## src/rtl/apu_mix_sequencer.sv

```systemverilog
// Game Boy APU frame sequencer (512 Hz step, length/sweep/envelope ticks) and stereo mixer
// presenting one sample pair per AC97 frame. Define APU_SIGNED_OUT_EN for two's complement output.
module apu_mix_sequencer #(
  parameter int NUM_CH     = 4,
  parameter int CH_W       = 4,
  parameter int FS_DIV     = 24000,
  parameter int SAMPLE_DIV = 256,
  parameter int OUT_W      = 16
) (
  input  logic                   clk,
  input  logic                   reset,
  input  logic                   enable,
  input  logic [NUM_CH*CH_W-1:0] ch_level,
  input  logic [NUM_CH-1:0]      left_en,
  input  logic [NUM_CH-1:0]      right_en,
  input  logic [2:0]             left_vol,
  input  logic [2:0]             right_vol,
  output logic [2:0]             fs_step,
  output logic                   length_tick,
  output logic                   sweep_tick,
  output logic                   envelope_tick,
  output logic [OUT_W-1:0]       sample_left,
  output logic [OUT_W-1:0]       sample_right,
  output logic                   sample_valid,
  input  logic                   sample_ready,
  output logic                   overrun
);

  localparam int SUM_W = CH_W + $clog2(NUM_CH);
  localparam int SW    = SUM_W + 3;
  localparam int SHIFT = OUT_W - SW;
  localparam int FS_CW = (FS_DIV > 1) ? $clog2(FS_DIV) : 1;
  localparam int SD_CW = (SAMPLE_DIV > 1) ? $clog2(SAMPLE_DIV) : 1;
  localparam int IDX_W = (NUM_CH > 1) ? $clog2(NUM_CH) : 1;

  typedef enum logic [1:0] {
    ST_IDLE,
    ST_ACCUM,
    ST_SCALE,
    ST_HOLD
  } state_t;

  // ---------------- frame sequencer ----------------
  logic [FS_CW-1:0] fs_cnt_q, fs_cnt_d;
  logic [2:0]       fs_step_q, fs_step_d;
  logic             length_tick_q, length_tick_d;
  logic             sweep_tick_q, sweep_tick_d;
  logic             envelope_tick_q, envelope_tick_d;

  always_comb begin
    fs_cnt_d        = fs_cnt_q;
    fs_step_d       = fs_step_q;
    length_tick_d   = 1'b0;
    sweep_tick_d    = 1'b0;
    envelope_tick_d = 1'b0;
    if (!enable) begin
      fs_cnt_d  = '0;
      fs_step_d = '0;
    end else if (fs_cnt_q == FS_CW'(FS_DIV - 1)) begin
      fs_cnt_d  = '0;
      fs_step_d = fs_step_q + 3'd1;
      // Ticks decode the step being entered, so they line up with the new fs_step
      length_tick_d   = ~fs_step_d[0];
      sweep_tick_d    = (fs_step_d[1:0] == 2'b10);
      envelope_tick_d = (fs_step_d == 3'd7);
    end else begin
      fs_cnt_d = fs_cnt_q + FS_CW'(1);
    end
  end

  always_ff @(posedge clk) begin
    if (reset) begin
      fs_cnt_q        <= '0;
      fs_step_q       <= '0;
      length_tick_q   <= 1'b0;
      sweep_tick_q    <= 1'b0;
      envelope_tick_q <= 1'b0;
    end else begin
      fs_cnt_q        <= fs_cnt_d;
      fs_step_q       <= fs_step_d;
      length_tick_q   <= length_tick_d;
      sweep_tick_q    <= sweep_tick_d;
      envelope_tick_q <= envelope_tick_d;
    end
  end

  // ---------------- sample-rate divider ----------------
  logic [SD_CW-1:0] sd_cnt_q, sd_cnt_d;
  logic             sample_tick;

  always_comb begin
    sample_tick = (sd_cnt_q == SD_CW'(SAMPLE_DIV - 1));
    sd_cnt_d    = sample_tick ? '0 : sd_cnt_q + SD_CW'(1);
  end

  always_ff @(posedge clk) begin
    if (reset) begin
      sd_cnt_q <= '0;
    end else begin
      sd_cnt_q <= sd_cnt_d;
    end
  end

  // ---------------- mixer ----------------
  state_t                 state_q, state_d;
  logic [IDX_W-1:0]       acc_idx_q, acc_idx_d;
  logic [NUM_CH*CH_W-1:0] lvl_sh_q, lvl_sh_d;
  logic [NUM_CH-1:0]      len_sh_q, len_sh_d;
  logic [NUM_CH-1:0]      ren_sh_q, ren_sh_d;
  logic [2:0]             lvol_q, lvol_d;
  logic [2:0]             rvol_q, rvol_d;
  logic                   en_snap_q, en_snap_d;
  logic [SUM_W-1:0]       sum_l_q, sum_l_d;
  logic [SUM_W-1:0]       sum_r_q, sum_r_d;
  logic [OUT_W-1:0]       sample_left_q, sample_left_d;
  logic [OUT_W-1:0]       sample_right_q, sample_right_d;
  logic                   overrun_q, overrun_d;
  logic                   take_snap;

  // Product width SW always holds sum*(vol+1); result is MSB-justified into OUT_W.
  function automatic logic [OUT_W-1:0] scale_lane(input logic [SUM_W-1:0] sum,
                                                  input logic [2:0] vol,
                                                  input logic en);
    logic [SW-1:0]    scaled;
    logic [OUT_W-1:0] res;
    scaled = SW'(sum) * SW'({1'b0, vol} + 4'd1);
    res    = OUT_W'(scaled) << SHIFT;
    if (!en) begin
      res = '0;
    end
`ifdef APU_SIGNED_OUT_EN
    res[OUT_W-1] = ~res[OUT_W-1];
`endif
    return res;
  endfunction

  always_comb begin
    state_d        = state_q;
    acc_idx_d      = acc_idx_q;
    lvl_sh_d       = lvl_sh_q;
    len_sh_d       = len_sh_q;
    ren_sh_d       = ren_sh_q;
    lvol_d         = lvol_q;
    rvol_d         = rvol_q;
    en_snap_d      = en_snap_q;
    sum_l_d        = sum_l_q;
    sum_r_d        = sum_r_q;
    sample_left_d  = sample_left_q;
    sample_right_d = sample_right_q;
    overrun_d      = overrun_q;
    take_snap      = 1'b0;

    case (state_q)
      ST_IDLE: begin
        if (sample_tick) begin
          take_snap = 1'b1;
        end
      end
      ST_ACCUM: begin
        if (sample_tick) begin
          overrun_d = 1'b1;
        end
        // Snapshot is consumed LSB-first, one channel per cycle
        if (len_sh_q[0]) begin
          sum_l_d = sum_l_q + SUM_W'(lvl_sh_q[CH_W-1:0]);
        end
        if (ren_sh_q[0]) begin
          sum_r_d = sum_r_q + SUM_W'(lvl_sh_q[CH_W-1:0]);
        end
        lvl_sh_d  = lvl_sh_q >> CH_W;
        len_sh_d  = len_sh_q >> 1;
        ren_sh_d  = ren_sh_q >> 1;
        acc_idx_d = acc_idx_q + IDX_W'(1);
        if (acc_idx_q == IDX_W'(NUM_CH - 1)) begin
          state_d = ST_SCALE;
        end
      end
      ST_SCALE: begin
        if (sample_tick) begin
          overrun_d = 1'b1;
        end
        sample_left_d  = scale_lane(sum_l_q, lvol_q, en_snap_q);
        sample_right_d = scale_lane(sum_r_q, rvol_q, en_snap_q);
        state_d        = ST_HOLD;
      end
      ST_HOLD: begin
        if (sample_ready) begin
          if (sample_tick) begin
            take_snap = 1'b1;
          end else begin
            state_d = ST_IDLE;
          end
        end else if (sample_tick) begin
          overrun_d = 1'b1;
        end
      end
      default: begin
        state_d = ST_IDLE;
      end
    endcase

    if (take_snap) begin
      lvl_sh_d  = ch_level;
      len_sh_d  = left_en;
      ren_sh_d  = right_en;
      lvol_d    = left_vol;
      rvol_d    = right_vol;
      en_snap_d = enable;
      sum_l_d   = '0;
      sum_r_d   = '0;
      acc_idx_d = '0;
      state_d   = ST_ACCUM;
    end
  end

  always_ff @(posedge clk) begin
    if (reset) begin
      state_q        <= ST_IDLE;
      acc_idx_q      <= '0;
      lvl_sh_q       <= '0;
      len_sh_q       <= '0;
      ren_sh_q       <= '0;
      lvol_q         <= '0;
      rvol_q         <= '0;
      en_snap_q      <= 1'b0;
      sum_l_q        <= '0;
      sum_r_q        <= '0;
      sample_left_q  <= '0;
      sample_right_q <= '0;
      overrun_q      <= 1'b0;
    end else begin
      state_q        <= state_d;
      acc_idx_q      <= acc_idx_d;
      lvl_sh_q       <= lvl_sh_d;
      len_sh_q       <= len_sh_d;
      ren_sh_q       <= ren_sh_d;
      lvol_q         <= lvol_d;
      rvol_q         <= rvol_d;
      en_snap_q      <= en_snap_d;
      sum_l_q        <= sum_l_d;
      sum_r_q        <= sum_r_d;
      sample_left_q  <= sample_left_d;
      sample_right_q <= sample_right_d;
      overrun_q      <= overrun_d;
    end
  end

  assign fs_step       = fs_step_q;
  assign length_tick   = length_tick_q;
  assign sweep_tick    = sweep_tick_q;
  assign envelope_tick = envelope_tick_q;
  assign sample_left   = sample_left_q;
  assign sample_right  = sample_right_q;
  assign sample_valid  = (state_q == ST_HOLD);
  assign overrun       = overrun_q;

endmodule

```

## config.mk

```make
export PLATFORM = sky130hd
export DESIGN_NAME = apu_mix_sequencer
export DESIGN_NICKNAME = d
export VERILOG_FILES = /design/src/rtl/apu_mix_sequencer.sv
export SDC_FILE = /design/constraint.sdc
export NUM_CORES = 1
export LEC_CHECK = 0
export BUFFER_PORTS_ARGS = -buffer_cell sky130_fd_sc_hd__buf_2
export CAP_MARGIN = 20
export CORE_MARGIN = 5
export CORE_UTILIZATION = 36
export DETAILED_ROUTE_END_ITERATION = 6
export PLACE_DENSITY = 0.58
export SYNTH_ARGS = -nofsm -noshare
export SYNTH_HDL_FRONTEND = slang
export SYNTH_SLANG_ARGS = --single-unit
```

## constraint.sdc

```tcl
create_clock -name clk -period 3.93 [get_ports clk]
set_clock_uncertainty 0.15 [all_clocks]
set_input_delay 0.1965 -clock clk [delete_from_list [all_inputs] [get_ports clk]]
set_output_delay 0.1965 -clock clk [all_outputs]
set_load 0.02 [all_outputs]
```

Word level (Yosys, flattened, before mapping)
Index checks and enable logic that the tools add are counted.
Widths: inputs -> output; s select.
{"block": "classes", "addsub": 8, "mul": 2, "div": 0, "magnitude_cmp": 0, "n_eq_ne": 15, "shift": 0, "mux": 19, "bitwise_logic": 3, "n_reduce_logical": 16}
{"op": "$mux 16", "n": 4}
{"op": "$mul 6x4->9", "n": 2}
{"op": "$mux 4", "n": 4}
{"op": "$add 15x1->15 const B", "n": 1}
{"op": "$eq 15x15->1 const B", "n": 1}
{"op": "$add 6x4->6", "n": 2}
{"op": "$add 3x1->4 const B", "n": 2}
{"op": "$add 8x1->8 const B", "n": 1}
{"op": "$eq 2x2->1 const B", "n": 4}
{"op": "$eq 8x8->1 const B", "n": 1}
{"op": "$reduce_and 4->1", "n": 2}
{"op": "$reduce_or 2->1", "n": 4}
{"op": "$mux 2", "n": 3}
{"op": "$ne 2x2->1 const B", "n": 3}
{"op": "$pmux 2 s3", "n": 1}
{"op": "$reduce_and 2->1", "n": 3}
{"op": "$reduce_or 3->1", "n": 2}
{"op": "$mux 1", "n": 5}
{"op": "$pmux 1 s2", "n": 2}
{"op": "$reduce_bool 2->1", "n": 2}
{"op": "$reduce_bool 4->1", "n": 1}
{"op": "$add 3x1->3 const B", "n": 1}
{"op": "$eq 3x3->1 const B", "n": 1}
{"op": "$ne 3x1->1 const B", "n": 1}
{"op": "other kinds (8)", "n": 10}
{"block": "totals", "register_bits": 109, "latchBits": 0, "mem_bits_rw": 0, "rom_bits": 0, "inputBits": 34, "output_inout_bits": 40, "wordCells": 83, "mem_count": 0}

Logic depth before layout (Yosys ltp)
{"block": "logic_depth", "ltp_word": 6, "mapped_depth": 13, "mapped_depth_nobuf": 13}

Worst setup path before layout
Ideal clock, no wire load.
{"block": "synth_path", "path_type": "register to register", "start": "reg lvol_q[0]", "end": "reg sample_left_q[15] (netlist: sample_left[15])", "setup_ps": 117, "t_arrival_ps": 3249, "t_required_ps": 3663, "slack_ps": 414, "path_stages_with_launch": 13, "n_path_buf": 0, "period_less_slack_ps": 3516, "cell_sequence": "dfxtp_1 > ha_1 > xor2_1 > nand2_1 > fa_1 > fa_1 > inv_1 > fa_1 > a211oi_1 > o21bai_1 > a21oi_1 > xnor2_1 > a22o_1"}
{"block": "synth_between", "elab_chain_cells": 3}
{"item": "start, declared", "line_no": "110", "rtl": "logic [2:0] lvol_q, lvol_d;"}
{"item": "start signal, assigned", "line_no": "237", "rtl": "lvol_q <= lvol_d;"}
{"item": "$add 3x1->4", "line_no": "126", "rtl": "scaled = SW'(sum) * SW'({1'b0, vol} + 4'd1);"}
{"item": "$mul 6x4->9", "line_no": "126"}
{"item": "$mux 16", "line_no": "128", "rtl": "if (!en) begin"}
{"item": "end signal, assigned", "line_no": "242", "rtl": "sample_left_q <= sample_left_d;"}
{"item": "end, declared", "line_no": "115", "rtl": "logic [OUT_W-1:0] sample_left_q, sample_left_d;"}
Every way passes these cells.
A chain may end at the register's enable or synchronous reset.

Worst setup path in the final report
Same ends and word-level chain as after synthesis.

==> flow_metrics.tcl <==
set metrics [dict create \
    cp_slowest_cell "fa_1" \
    p_switching_mw 0.4813 \
    antenna_found_initial 0 \
    slowest_delay_ns 0.55 \
    maxCapViolCount 0 \
    drt_drc_violations_left 0 \
    critical_path_peak_fanout 9 \
    ios 74 \
    area_delta_synth_final_pct 18.07 \
    cpLargestDelayFamily "adder cells" \
    clock-root-buffer "clkbuf_16" \
    layout-drive-gt1-share 0.1397 \
    synth_ff_type "dfxtp_1" \
    ys_top_cells_by_area "dfxtp_1 34%, ha_1 11%, fa_1 6.4%, nor2_1 5.4%, a211oi_1 3.8%" \
    r2r_end "sample_left[15]$_SDFFE_PP0N_" \
    final_cells 904 \
    hold_viol_final 0 \
    finalWeightedCongestion 0.8320 \
    die_h_um 134.7 \
    drt_iter0_drc 154 \
    grt_pass1_vias 4405 \
    wl_met1_um 5448 \
    async_flop_share 0 \
    nets 810 \
    cts_sinks 95 \
    status "finished clean" \
    path_common_cell "fa_1" \
    rsz0062_at_grt "false" \
    setup_tns_ns 0 \
    core_mm2 0.01520 \
    synth_cell_types 42 \
    ant_nets 0 \
    grt-ovfl-total 0 \
    synth_most_common_cell "dfxtp_1" \
    clock_latency_ns 0.35 \
    grt_max_degree 44 \
    hold_path_depth 3 \
    viasPerCell 4.821 \
    r2r_cells 12 \
    hpwl_um 8743 \
    post-route-util 0.4345 \
    swShare 0.2297 \
    synth-seq-cells 95 \
    required_ns 4.02 \
    clk_path_buf_depth 2 \
    fin_crit_sh 0.9448 \
    io_buffers 59 \
    comb_power_share 0.080 \
    initial_core_util 0.3680 \
    antenna_cells 0 \
    slew_headroom 0.4391 \
    cts_made_buffers 9 \
    die-area_mm2 0.01813 \
    cts_setup_buffers 0 \
    crit_chain "ha_1 -> xor2_2 -> nand2_1 -> fa_1 -> fa_1 -> inv_1 -> fa_1 -> a211oi_1 -> o21bai_1 -> a21oi_1 -> xnor2_1 -> a22o_1" \
    vias 4358 \
    setup_viol_count_final 0 \
    peakVddDrop_mv 0.2452 \
    seq_area_frac_synth 0.3400 \
    max_freq_mhz 269.3 \
    cp-end-kind "flop" \
    tightest_slew_ns 0.8414 \
    drt-pass1-iter-count 4 \
    synth.top_cell.area_share 0.3400 \
    route.met3.wl_um 543 \
    power_mw 2.095 \
    drt_wl_total_um 11740 \
    p_int_mw 1.614 \
    pwr-share-clk 0.452 \
    path_clk_slew_ns 0.07 \
    timing.rr.start "lvol_q[0]$_SDFFE_PP0P_" \
    rows 45 \
    period_needed_ns 3.713 \
    worstHoldStart "ch_level[7]" \
    synth.avg_cell_area_um2 8.880 \
    r2r_slack_ns 0.22 \
    maxSlewViolCount 0 \
    cp.arrival_ns 3.80 \
    tritoncts "built" \
    seqPwrFrac 0.468 \
    top_layer_used "met4" \
    hold_path_class "in2reg" \
    dp_cells 861 \
    design_area_mm2 0.006605 \
    die_x_um 134.7 \
    wl_met2_um 5534 \
    holdPathEnd "lvl_sh_q[7]$_SDFFE_PP0P_" \
    h-tree-depth 3 \
    synth_warnings 0 \
    path_class "reg2reg" \
    synth-edff-count 0 \
    wl_per_cell_um 12.98 \
    crit_path_start_kind "flop" \
    yosysTopAreaCell "dfxtp_1" \
    grt_pass1_wl_um 20110 \
    grt_usage 0.1344 \
    leakage_nw 2.856 \
    synth_commonest_cells "95 x dfxtp_1, 80 x nor2_1, 52 x nand2_1" \
    syn_area_mm2 0.005594 \
    nFillCells 1503 \
    cp_num_buf_inv 1 \
    power_density_mw_per_mm2 317.2 \
    synthCells 630 \
    place_area_mm2 0.005995 \
]
cells by family after synthesis:
kind of cell             share of synthesized area
multiplexers                               0.03579
flip-flops                                  0.3400
AND/OR/NAND/NOR                             0.2035
AO/OA/AOI/OAI                               0.1190
XOR/XNOR                                   0.06576
other                                    0.0006703
buffers and inverters                      0.06576
adder cells (fa/ha/maj)                     0.1695
cell usage in the layout (no fill, tap or decap), drive strengths merged, types with 8 or more instances in the layout:
master and count:
dfxtp 95, nor2 81, buf 64, nand2 56
ha 47, a21oi 46, inv 38, a211oi 28
dlygate4sd3 27, xor2 24, and2 21, mux2i 20
nor2b 19, xnor2 18, fa 18, conb 14
o21ai 12, clkbuf 11, nand3 10, nand2b 9
and3 8
routing by layer:
metal  vias up  global-route usage
met5         -                   0
met2        71              0.2290
li1       2242                   -
met1      2031              0.1645
met3        14             0.04173
met4         0             0.03620
worst min-delay path, cell delays in order:
cell and delay, ns:
buf_2 0.10, nor2_1 0.11, a211oi_1 0.06
state kept, by name (all words and copies together), names as in the netlist:
name	cells
fs_cnt_q	15
lvol_q	3
lvl_sh_q	16
envelope_tick	1
sum_l_q	6
sd_cnt_q	8
sample_right	9
length_tick	1
fs_step	3
sample_left	9
sweep_tick	1
acc_idx_q	2
overrun	1
rvol_q	3
en_snap_q	1
sum_r_q	6
ren_sh_q	4
len_sh_q	4
state_q	2
metrics by stage:
step           hold WS [ns]  worst slack (ns)
5_1_grt            0.008807           0.01463
4_1_cts           0.0009833            0.1239
3_3_place_gp         0.2723            0.2696
3_5_place_dp         0.2816            0.1249
6_report            0.01309            0.2171
2_1_floorplan        0.1802            0.4141
power groups by stage:
stage	logic (mW)	registers (mW)	clock network (mW)
after floorplan	0.112	1.00	0
after global placement	0.145	1.00	0
after detailed placement	0.147	1.00	0
after CTS	0.168	0.981	0.985
after global routing	0.184	0.982	1.02
final	0.167	0.981	0.947
worst max path at each step:
stage / start / cells after the start / to / slack [ns]
after floorplan: lvol_q[0]$_SDFFE_PP0P_ / 12 / sample_left[15]$_SDFFE_PP0N_ / 0.41
after global placement: lvol_q[0]$_SDFFE_PP0P_ / 12 / sample_left[15]$_SDFFE_PP0N_ / 0.27
after detailed placement: lvol_q[0]$_SDFFE_PP0P_ / 12 / sample_left[15]$_SDFFE_PP0N_ / 0.12
after CTS: lvol_q[0]$_SDFFE_PP0P_ / 12 / sample_left[15]$_SDFFE_PP0N_ / 0.12
after global routing: rvol_q[0]$_SDFFE_PP0P_ / 12 / sample_right[15]$_SDFFE_PP0N_ / 0.01
final: lvol_q[0]$_SDFFE_PP0P_ / 12 / sample_left[15]$_SDFFE_PP0N_ / 0.22
repair_timing:
| item | CTS | global route |
|---|---|---|
| hold endpoints to repair | 27 | 0 |
| hold buffers | 27 | 0 |
| gates resized for setup | 0 | 3 |
| endpoints found under the setup margin | 0 | 2 |
area by class of cell:
type                            instances  area, um2  area share
Multi-Input combinational cell        476       3397      0.5143
Sequential cell                        95       1903      0.2881
Inverter                               38      142.6     0.02160
Timing Repair Buffer                   91      603.1     0.09131
Tap cell                              188      235.2     0.03561
Clock inverter                          5      81.33     0.01231
Clock buffer                           11      242.7     0.03675
(Power assumes the default switching activity.)
